`config.mk`:
```
export PLATFORM = sky130hd
export DESIGN_NAME = blockade_loader_flat
export DESIGN_NICKNAME = d
export VERILOG_FILES = /design/src/rtl/blockade_pkg.sv /design/src/rtl/blockade_loader_if.sv /design/src/rtl/blockade_loader.sv /design/src/flat_wrapper.sv
export SDC_FILE = /design/constraint.sdc
export NUM_CORES = 1
export LEC_CHECK = 0
export BUFFER_PORTS_ARGS = -buffer_cell sky130_fd_sc_hd__buf_2
export CORE_MARGIN = 1.5
export CORE_UTILIZATION = 30
export CTS_CLUSTER_DIAMETER = 120
export DETAILED_ROUTE_END_ITERATION = 8
export GPL_TIMING_DRIVEN = 0
export PLACE_DENSITY = 0.48
export RECOVER_POWER = 100
export SETUP_SLACK_MARGIN = 0.05
export SYNTH_ARGS = -nofsm -noshare
export SYNTH_HDL_FRONTEND = slang
export SYNTH_SLANG_ARGS = --single-unit
```
`constraint.sdc`:
```
create_clock -name clk_sys -period 5.7 [get_ports clk_sys]
set_input_delay 0.855 -clock clk_sys [delete_from_list [all_inputs] [get_ports clk_sys]]
set_output_delay 0.855 -clock clk_sys [all_outputs]
set_load 0.01 [all_outputs]
```
`src/rtl/blockade_pkg.sv`:
```
// blockade_pkg: shared constants and types for the blockade download/boot path.
//   GAME_*   : game-mode codes driven onto the core's game_mode input
//   IDX_*    : ioctl_index values recognised by the loader
//   loader_state_e : boot sequencer states
package blockade_pkg;

    localparam logic [1:0] GAME_BLOCKADE = 2'd0;
    localparam logic [1:0] GAME_COMOTION = 2'd1;
    localparam logic [1:0] GAME_HUSTLE   = 2'd2;

    localparam logic [7:0] IDX_ROM = 8'd0;
    localparam logic [7:0] IDX_CFG = 8'd1;

    typedef enum logic [1:0] {
        StHold = 2'd0,
        StRun  = 2'd1,
        StLoad = 2'd2,
        StGap  = 2'd3
    } loader_state_e;

endpackage

```
`src/rtl/blockade_loader_if.sv`:
```
// blockade_loader_if: ioctl download stream plus the core-side ROM write and
// boot control signals.
//   ioctl_download/wr/addr/dout/index : HPS -> loader
//   ioctl_wait                        : loader -> HPS back-pressure
//   core_reset, game_mode             : loader -> core boot control
//   dn_addr/dn_data/dn_wr             : loader -> core ROM write port
//   load_error                        : sticky download error flag
// Modports: master = HPS/core side, slave = loader.
interface blockade_loader_if;

    logic        ioctl_download;
    logic        ioctl_wr;
    logic [24:0] ioctl_addr;
    logic [7:0]  ioctl_dout;
    logic [7:0]  ioctl_index;
    logic        ioctl_wait;

    logic        core_reset;
    logic [1:0]  game_mode;
    logic [13:0] dn_addr;
    logic [7:0]  dn_data;
    logic        dn_wr;
    logic        load_error;

    modport master (
        output ioctl_download, ioctl_wr, ioctl_addr, ioctl_dout, ioctl_index,
        input  ioctl_wait, core_reset, game_mode, dn_addr, dn_data, dn_wr, load_error
    );

    modport slave (
        input  ioctl_download, ioctl_wr, ioctl_addr, ioctl_dout, ioctl_index,
        output ioctl_wait, core_reset, game_mode, dn_addr, dn_data, dn_wr, load_error
    );

endinterface

```
`src/rtl/blockade_loader.sv`:
```
// blockade_loader: download and boot sequencer between the MiSTer ioctl stream
// and the blockade core.
//   clk_sys  : system clock, all state on its rising edge
//   reset_n  : synchronous active-low reset
//   io_bus   : blockade_loader_if.slave (ioctl stream in, ROM writes and boot
//              control out)
// ROM bytes become one-cycle dn_wr pulses, each followed by WR_GAP cycles of
// ioctl_wait. The core is held in reset while downloading and for RESET_HOLD
// cycles after reset or the end of a download. Every output is registered.
module blockade_loader
    import blockade_pkg::*;
#(
    parameter int unsigned ROM_SIZE   = 16384,
    parameter int unsigned WR_GAP     = 2,
    parameter int unsigned RESET_HOLD = 64
) (
    input  logic               clk_sys,
    input  logic               reset_n,
    blockade_loader_if.slave   io_bus
);

    localparam logic [3:0]  GAP_LAST  = 4'(WR_GAP - 1);
    localparam logic [15:0] HOLD_LAST = 16'(RESET_HOLD - 1);

    loader_state_e r_state, w_state;
    logic [15:0]   r_hold_cnt, w_hold_cnt;
    logic [3:0]    r_gap_cnt, w_gap_cnt;
    logic [13:0]   r_dn_addr, w_dn_addr;
    logic [7:0]    r_dn_data, w_dn_data;
    logic          r_dn_wr, w_dn_wr;
    logic          r_wait, w_wait;
    logic          r_core_reset, w_core_reset;
    logic [1:0]    r_game_mode, w_game_mode;
    logic          r_load_error, w_load_error;

    logic          w_rom_in_range;
    logic          w_cfg_byte0;

    // Full 25-bit compare so high address bits can never alias into the ROM.
    assign w_rom_in_range = 32'(io_bus.ioctl_addr) < ROM_SIZE;
    assign w_cfg_byte0    = (io_bus.ioctl_addr == 25'd0);

    always_comb begin
        w_state      = r_state;
        w_hold_cnt   = r_hold_cnt;
        w_gap_cnt    = r_gap_cnt;
        w_dn_addr    = r_dn_addr;
        w_dn_data    = r_dn_data;
        w_dn_wr      = 1'b0;
        w_game_mode  = r_game_mode;
        w_load_error = r_load_error;

        unique case (r_state)
            StHold: begin
                // A new download wins over the settle counter expiring.
                if (io_bus.ioctl_download) begin
                    w_state      = StLoad;
                    w_hold_cnt   = 16'd0;
                    w_load_error = 1'b0;
                end else if (r_hold_cnt == HOLD_LAST) begin
                    w_state    = StRun;
                    w_hold_cnt = 16'd0;
                end else begin
                    w_hold_cnt = r_hold_cnt + 16'd1;
                end
            end

            StRun: begin
                if (io_bus.ioctl_download) begin
                    w_state      = StLoad;
                    w_load_error = 1'b0;
                end
            end

            StLoad: begin
                // A write is honoured even on the edge where download drops.
                if (io_bus.ioctl_wr) begin
                    if (io_bus.ioctl_index == IDX_ROM) begin
                        if (w_rom_in_range) begin
                            w_dn_addr = io_bus.ioctl_addr[13:0];
                            w_dn_data = io_bus.ioctl_dout;
                            w_dn_wr   = 1'b1;
                            w_gap_cnt = GAP_LAST;
                            w_state   = StGap;
                        end else begin
                            w_load_error = 1'b1;
                        end
                    end else if (io_bus.ioctl_index == IDX_CFG && w_cfg_byte0) begin
                        if (io_bus.ioctl_dout[1:0] == 2'd3) begin
                            w_load_error = 1'b1;
                        end else begin
                            w_game_mode = io_bus.ioctl_dout[1:0];
                        end
                    end
                end else if (!io_bus.ioctl_download) begin
                    w_state    = StHold;
                    w_hold_cnt = 16'd0;
                end
            end

            StGap: begin
                if (r_gap_cnt == 4'd0) begin
                    w_state    = io_bus.ioctl_download ? StLoad : StHold;
                    w_hold_cnt = 16'd0;
                end else begin
                    w_gap_cnt = r_gap_cnt - 4'd1;
                end
            end

            default: begin
                w_state    = StHold;
                w_hold_cnt = 16'd0;
            end
        endcase

        // Wait and core reset are functions of the next state so they come
        // out of flops with no extra cycle of lag.
        w_wait       = (w_state == StGap);
        w_core_reset = (w_state != StRun);
    end

    always_ff @(posedge clk_sys) begin
        if (!reset_n) begin
            r_state      <= StHold;
            r_hold_cnt   <= 16'd0;
            r_gap_cnt    <= 4'd0;
            r_dn_addr    <= 14'd0;
            r_dn_data    <= 8'd0;
            r_dn_wr      <= 1'b0;
            r_wait       <= 1'b0;
            r_core_reset <= 1'b1;
            r_game_mode  <= GAME_BLOCKADE;
            r_load_error <= 1'b0;
        end else begin
            r_state      <= w_state;
            r_hold_cnt   <= w_hold_cnt;
            r_gap_cnt    <= w_gap_cnt;
            r_dn_addr    <= w_dn_addr;
            r_dn_data    <= w_dn_data;
            r_dn_wr      <= w_dn_wr;
            r_wait       <= w_wait;
            r_core_reset <= w_core_reset;
            r_game_mode  <= w_game_mode;
            r_load_error <= w_load_error;
        end
    end

    assign io_bus.ioctl_wait = r_wait;
    assign io_bus.core_reset = r_core_reset;
    assign io_bus.game_mode  = r_game_mode;
    assign io_bus.dn_addr    = r_dn_addr;
    assign io_bus.dn_data    = r_dn_data;
    assign io_bus.dn_wr      = r_dn_wr;
    assign io_bus.load_error = r_load_error;

endmodule
```
`src/flat_wrapper.sv`:
```
// flat-port wrapper written by rule: the top's interface ports become plain ports
module blockade_loader_flat import blockade_pkg::*;
#(
    parameter int unsigned ROM_SIZE   = 16384,
    parameter int unsigned WR_GAP     = 2,
    parameter int unsigned RESET_HOLD = 64
)
  (clk_sys, reset_n, io_bus_ioctl_download, io_bus_ioctl_wr, io_bus_ioctl_addr, io_bus_ioctl_dout, io_bus_ioctl_index, io_bus_ioctl_wait, io_bus_core_reset, io_bus_game_mode, io_bus_dn_addr, io_bus_dn_data, io_bus_dn_wr, io_bus_load_error);
  blockade_loader_if io_bus_i ();
  input  logic clk_sys;
  input  logic reset_n;
  input wire logic [$bits(io_bus_i.ioctl_download)-1:0] io_bus_ioctl_download;
  input wire logic [$bits(io_bus_i.ioctl_wr)-1:0] io_bus_ioctl_wr;
  input wire logic [$bits(io_bus_i.ioctl_addr)-1:0] io_bus_ioctl_addr;
  input wire logic [$bits(io_bus_i.ioctl_dout)-1:0] io_bus_ioctl_dout;
  input wire logic [$bits(io_bus_i.ioctl_index)-1:0] io_bus_ioctl_index;
  output wire logic [$bits(io_bus_i.ioctl_wait)-1:0] io_bus_ioctl_wait;
  output wire logic [$bits(io_bus_i.core_reset)-1:0] io_bus_core_reset;
  output wire logic [$bits(io_bus_i.game_mode)-1:0] io_bus_game_mode;
  output wire logic [$bits(io_bus_i.dn_addr)-1:0] io_bus_dn_addr;
  output wire logic [$bits(io_bus_i.dn_data)-1:0] io_bus_dn_data;
  output wire logic [$bits(io_bus_i.dn_wr)-1:0] io_bus_dn_wr;
  output wire logic [$bits(io_bus_i.load_error)-1:0] io_bus_load_error;
  assign io_bus_i.ioctl_download = io_bus_ioctl_download;
  assign io_bus_i.ioctl_wr = io_bus_ioctl_wr;
  assign io_bus_i.ioctl_addr = io_bus_ioctl_addr;
  assign io_bus_i.ioctl_dout = io_bus_ioctl_dout;
  assign io_bus_i.ioctl_index = io_bus_ioctl_index;
  assign io_bus_ioctl_wait = io_bus_i.ioctl_wait;
  assign io_bus_core_reset = io_bus_i.core_reset;
  assign io_bus_game_mode = io_bus_i.game_mode;
  assign io_bus_dn_addr = io_bus_i.dn_addr;
  assign io_bus_dn_data = io_bus_i.dn_data;
  assign io_bus_dn_wr = io_bus_i.dn_wr;
  assign io_bus_load_error = io_bus_i.load_error;
  blockade_loader #(.ROM_SIZE(ROM_SIZE), .WR_GAP(WR_GAP), .RESET_HOLD(RESET_HOLD)) u_core (.clk_sys(clk_sys), .reset_n(reset_n), .io_bus(io_bus_i));
endmodule
```
==> Word level (Yosys, flattened, before mapping) <==
Index checks and enable logic that the tools add are counted.
{ "totals": {"romBits": 0, "latchBits": 0, "wordCells": 78, "memories": 0, "ff_bits": 50, "mem_bits_rw": 0} }
{ "op_classes": {"mux": 29, "multipliers": 0, "shifts": 0, "n_reduce_logical": 15, "div_mod_pow": 0, "add_sub_neg": 2, "n_bitwise": 2, "eq_ne": 19, "order_cmp": 1} }
{ "op_table": {"columns": ["op", "count"], "rows": [
  ["$mux 16", 5],
  ["$pmux 16 s3", 1],
  ["$logic_not 25->1", 1],
  ["$lt 25x15->1 const B", 1],
  ["$mux 2", 9],
  ["$add 16x1->16 const B", 1],
  ["$eq 16x6->1 const B", 1],
  ["$mux 4", 4],
  ["$reduce_and 4->1", 3],
  ["$ne 2x1->1 const B", 5],
  ["$reduce_and 5->1", 2],
  ["$eq 2x2->1 const B", 4],
  ["$eq 8x1->1 const B", 1],
  ["$logic_not 8->1", 1],
  ["$ne 2x2->1 const B", 4],
  ["$pmux 2 s4", 1],
  ["$pmux 4 s2", 1],
  ["$mux 1", 7],
  ["$ne 3x1->1 const B", 2],
  ["$reduce_and 6->1", 1],
  ["$logic_not 4->1", 1],
  ["$reduce_bool 2->1", 2],
  ["$sub 4x1->4 const B", 1],
  ["$ne 3x3->1 const B", 1],
  ["other kinds (7)", 8]
]} }

==> Logic depth before layout (Yosys ltp) <==
{ "logic_depth": {"word_depth": 6, "mapped_depth": 7} }

==> Least setup slack after synthesis <==
No wires, ideal clock.
{ "synth_path": {"kind": "input -> register", "start": "input port io_bus_ioctl_index[1]", "end": "register u_core.r_game_mode[0], in the netlist u_core.io_bus.game_mode[0]", "slack_ns": 3.466, "t_arrival_ns": 2.116, "n_path_buf": 0, "stages": 4, "setup_time_ns": 0.119, "cell_sequence": "nor4_1 -> nand3_1 -> or3_1 -> o221a_2"} }
{ "synth_between": {"elab_chain_len": 3, "word_cells_on_any_way": 5, "classes_between": "1 x eq/ne; 1 x bitwise; 3 x reduce/logical"} }
{ "synth_lines": {"columns": ["element", "line_no", "rtl"], "rows": [
  ["start, declared", "flat_wrapper.sv:16", "input wire logic [$bits(io_bus_i.ioctl_index)-1:0] io_bus_ioctl_index;"],
  ["$eq 8x1->1 or $logic_not 8->1 (tied branches)", "blockade_loader.sv:88, blockade_loader.sv:78", null],
  ["$logic_and 1x1->1 or $not 1->1 (tied branches)", null, null],
  ["$reduce_and 5->1 (no source line) *", null, null],
  ["end signal, assigned", "blockade_loader.sv:143", "r_game_mode <= w_game_mode;"],
  ["end, declared", "blockade_loader.sv:33", "logic [1:0] r_game_mode, w_game_mode;"]
]} }
Mark *: on every way between the ends. The rest lies on a longest branch, timed or not.
A chain may end at the register's enable or synchronous reset.

==> Worst setup path in the final report <==
{ "layout_path": {"start": "register u_core.r_gap_cnt[0]", "end": "register u_core.r_hold_cnt[11]"} }
{ "layout_between": {"elab_chain_len": 3} }
{ "layout_lines": {"columns": ["element", "line_no", "rtl"], "rows": [
  ["start, declared", "blockade_loader.sv:27", "logic [3:0] r_gap_cnt, w_gap_cnt;"],
  ["start signal, assigned", "blockade_loader.sv:137", "r_gap_cnt <= w_gap_cnt;"],
  ["$logic_not 4->1", "blockade_loader.sv:102", "if (r_gap_cnt == 4'd0) begin"],
  ["$ne 2x1->1 (no source line)", null, null],
  ["$reduce_and 4->1 (no source line)", null, null],
  ["end signal, assigned", "blockade_loader.sv:136", "r_hold_cnt <= w_hold_cnt;"],
  ["end, declared", "blockade_loader.sv:26", "logic [15:0] r_hold_cnt, w_hold_cnt;"]
]} }
No other way between the ends.

==> qor.yml <==
outcome:
  status: "completed"
layout:
  nNetsFinal: 399
  final-instance-count-excl-fill: 453
  syn2layout_area_growth_pct: 22.2
  num_antenna_cells: 0
  final_common_cell: "dfxtp_1"
  mostFrequentLayoutCells: "dfxtp_1 (50), buf_2 (45), clkbuf_1 (44), nand3_1 (31), o21ai_0 (30)"
  final_util_pct: 37.9
  drive_gt1_share_pct: 17.4
critical_path:
  worst_ep_arrival_time_ns: 2.59
  crit_fanout: 10
  end_kind: "register"
  reg2reg_from: "u_core.r_gap_cnt[0]"
  worstSetupPathType: "register to register"
  r2r_end: "u_core.r_hold_cnt[11]"
  r2r_slack_ns: 3.28
  worst-endpoint-required_ns: 5.87
  critPathLaunch: "u_core.r_gap_cnt[0]"
  endpoint: "u_core.r_hold_cnt[11]"
  start_kind: "register"
  reg2reg_depth: 7
placement:
  dpl.hpwl_mm: 5.09
  port-buffer-count: 71
  place_ws_ns: 2.94
  place_congestion: 0.775
  dp_cells: 446
sta:
  worstMarginPinSlew_ns: 0.688
  worst_slack_ns: 3.28
  relSlewSlack_pct: 53.7
  clock.fmax_ghz: 0.414
  finalSetupViolations: 0
  final.min_clock_period_ns: 2.42
  grt_setup_unrepaired: "no"
  skew_ns: 0.0115
  hold_viol_final: 0
  tns_ns: 0
  period_share_pct: 42.4
  slew_violations: 0
route:
  met2_length_mm: 3.32
  wirelength_mm: 6.90
  post_drt_wl_per_cell_um: 15.2
  ant_nets: 0
  via_count: 2422
  drtPass1Iterations: 5
  remaining_drc_errors: 0
  drt-met1-wl_mm: 3.20
  drt_first_iter_violations: 72
  via_per_inst: 5.35
  dr_wl_met3_um: 282
  top_layer_used: "met4"
synthesis:
  synth_area_um2: 2380
  syn_nets: 321
  ys_types: 44
  syn_inst: 273
  avgSynthCellArea_um2: 8.73
  synth-seq-cells: 50
  synth_seq_area_share_pct: 42.0
  ys_warn_count: 0
floorplanning:
  ioPinCount: 73
  die_w_um: 92.1
  rows: 32
  core-area_um2: 7690
  initial_core_util_pct: 31.0
  die_y_um: 92.1
  die_area_um2: 8480
clock_tree:
  path_clk_slew_ns: 0.10
  htree_levels: 2
  clkLatencyLatePin_ns: 0.31
  post-cts-setup-buffers: 0
  cts-root-buf: "clkbuf_8"
  clk_path_buf_depth: 2
  postCtsResizedCells: 0
  cts-hold-fix-buffers: 0
  cts.sinks: 50
  cts_tree: "yes"
  cts_buffers: 5
power:
  sequentialPowerShare_pct: 52.8
  power_density_nw_per_um2: 229
  p_sw_uw: 155
  internal_power_uw: 513
  clock_power_share_pct: 39.3
  finalPower_uw: 668
  switching_share_pct: 23.2
  peakVddDrop_mv: 0.0901
  leakagePower_nw: 0.964
  combinationalPowerShare_pct: 7.9
global_route:
  grt_usage_pct: 16.3
  grt_pass1_wl_mm: 11.0
  antenna_found_initial: 0
  grt_pass1_vias: 2143
  grt_max_degree: 15
  overflow: 0
worst_hold_path:
  holdCritPathClass: "register to register"
  min_from: "u_core.io_bus.dn_addr[0]"
flow_run:
  cap_violations: 0
==> critical path: stages, from the launching register on <==
cell and delay [ns]:
dfxtp_1 0.35, inv_1 0.08, ha_1 0.15, or3b_1 0.41
o22ai_1 0.31, o31a_1 0.39, clkbuf_1 0.49, a211oi_1 0.09
==> power groups by stage <==
stage / clock [mW] / combinational, mW / sequential (mW)
2_1_floorplan: 0 / 0.0272 / 0.361
3_3_place_gp: 0 / 0.0553 / 0.361
3_5_place_dp: 0 / 0.0551 / 0.361
4_1_cts: 0.270 / 0.0554 / 0.352
5_1_grt: 0.285 / 0.0585 / 0.353
6_report: 0.262 / 0.0527 / 0.352
==> how the worst min path moves through the flow <==
stage          depth (start not counted)                       end
2_1_floorplan                          2      u_core.r_hold_cnt[5]
3_3_place_gp                           2  u_core.io_bus.dn_data[4]
3_5_place_dp                           2  u_core.io_bus.dn_addr[6]
4_1_cts                                2  u_core.io_bus.dn_addr[6]
5_1_grt                                2  u_core.io_bus.dn_data[6]
6_report                               2  u_core.io_bus.dn_addr[0]
==> cells in the mapped netlist (all sizes together) <==
library cell  instances  area, um^2
nor4b                 2        17.5
nand4b                1        8.76
nand3                31         155
nor3b                 2        15.0
or3b                  1        11.3
o31a                  1        8.76
nor3                  4        20.0
ha                    3        37.5
o221a                 3        33.8
o21a                  2        15.0
a211o                 1        8.76
or3                   8        50.1
nand2b                1        6.26
or4                   9        67.6
a21oi                27         135
and3                  5        31.3
nand2                 8        30.0
nor4bb                3        30.0
o211ai                1        7.51
and4                  3        26.3
and4b                 1        10.0
inv                   4        15.0
clkinv                1        3.75
nor4                 11        68.8
o21ai                30         150
o22ai                 2        12.5
mux2i                 1        10.0
dfxtp                50        1000
o31ai                 7        52.6
o211a                 1        10.0
and2                  1        6.26
a211oi               13         133
clkbuf               15        56.3
nor2                  5        18.8
a311oi                1        8.76
o21bai                2        15.0
o32ai                 1        8.76
nand4                 3        18.8
buf                   6        41.3
xnor2                 1        8.76
o22a                  1        17.5
==> per-layer routing <==
metal | up-vias | GRT usage (%)
li1 | 1208 | -
met1 | 1151 | 21.2
met2 | 55 | 27.1
met3 | 8 | 2.90
met4 | 0 | 5.00
met5 | - | 0
==> through the flow <==
step                      instance area [um^2]  hold slack [ns]
final                                     2910            0.474
after global routing                      2910            0.500
after CTS                                 2980            0.474
after detailed placement                  2870            0.462
after global placement                    2870            0.453
after floorplan                           2380            0.456
==> cells by family after synthesis <==
logic type / Yosys count / synth area share [%]
AND/OR/NAND/NOR: 99 / 24.8
AO/OA/AOI/OAI: 93 / 25.9
flip-flops: 50 / 42.0
buffers and inverters: 26 / 4.88
adder cells (fa/ha/maj): 3 / 1.58
XOR/XNOR: 1 / 0.368
multiplexers: 1 / 0.420
==> registers in the layout, indices dropped and copies added, names as in the netlist <==
| name | flops |
|---|---|
| u_core.r_gap_cnt | 4 |
| u_core.io_bus.core_reset | 1 |
| u_core.io_bus.dn_wr | 1 |
| u_core.io_bus.ioctl_wait | 1 |
| u_core.io_bus.load_error | 1 |
| u_core.r_state | 2 |
| u_core.r_hold_cnt | 16 |
| u_core.io_bus.dn_addr | 14 |
| u_core.io_bus.game_mode | 2 |
| u_core.io_bus.dn_data | 8 |
==> final cells by class <==
cell class | count | area (um^2)
fill | 839 | 4780
multi-input combinational | 197 | 1230
sequential | 50 | 1000
timing repair buffer | 71 | 320
tap | 102 | 128
buffer | 21 | 96.3
clock buffer | 6 | 82.6
clock inverter | 1 | 30.0
inverter | 5 | 18.8
Power figures use the tool's default switching activity.
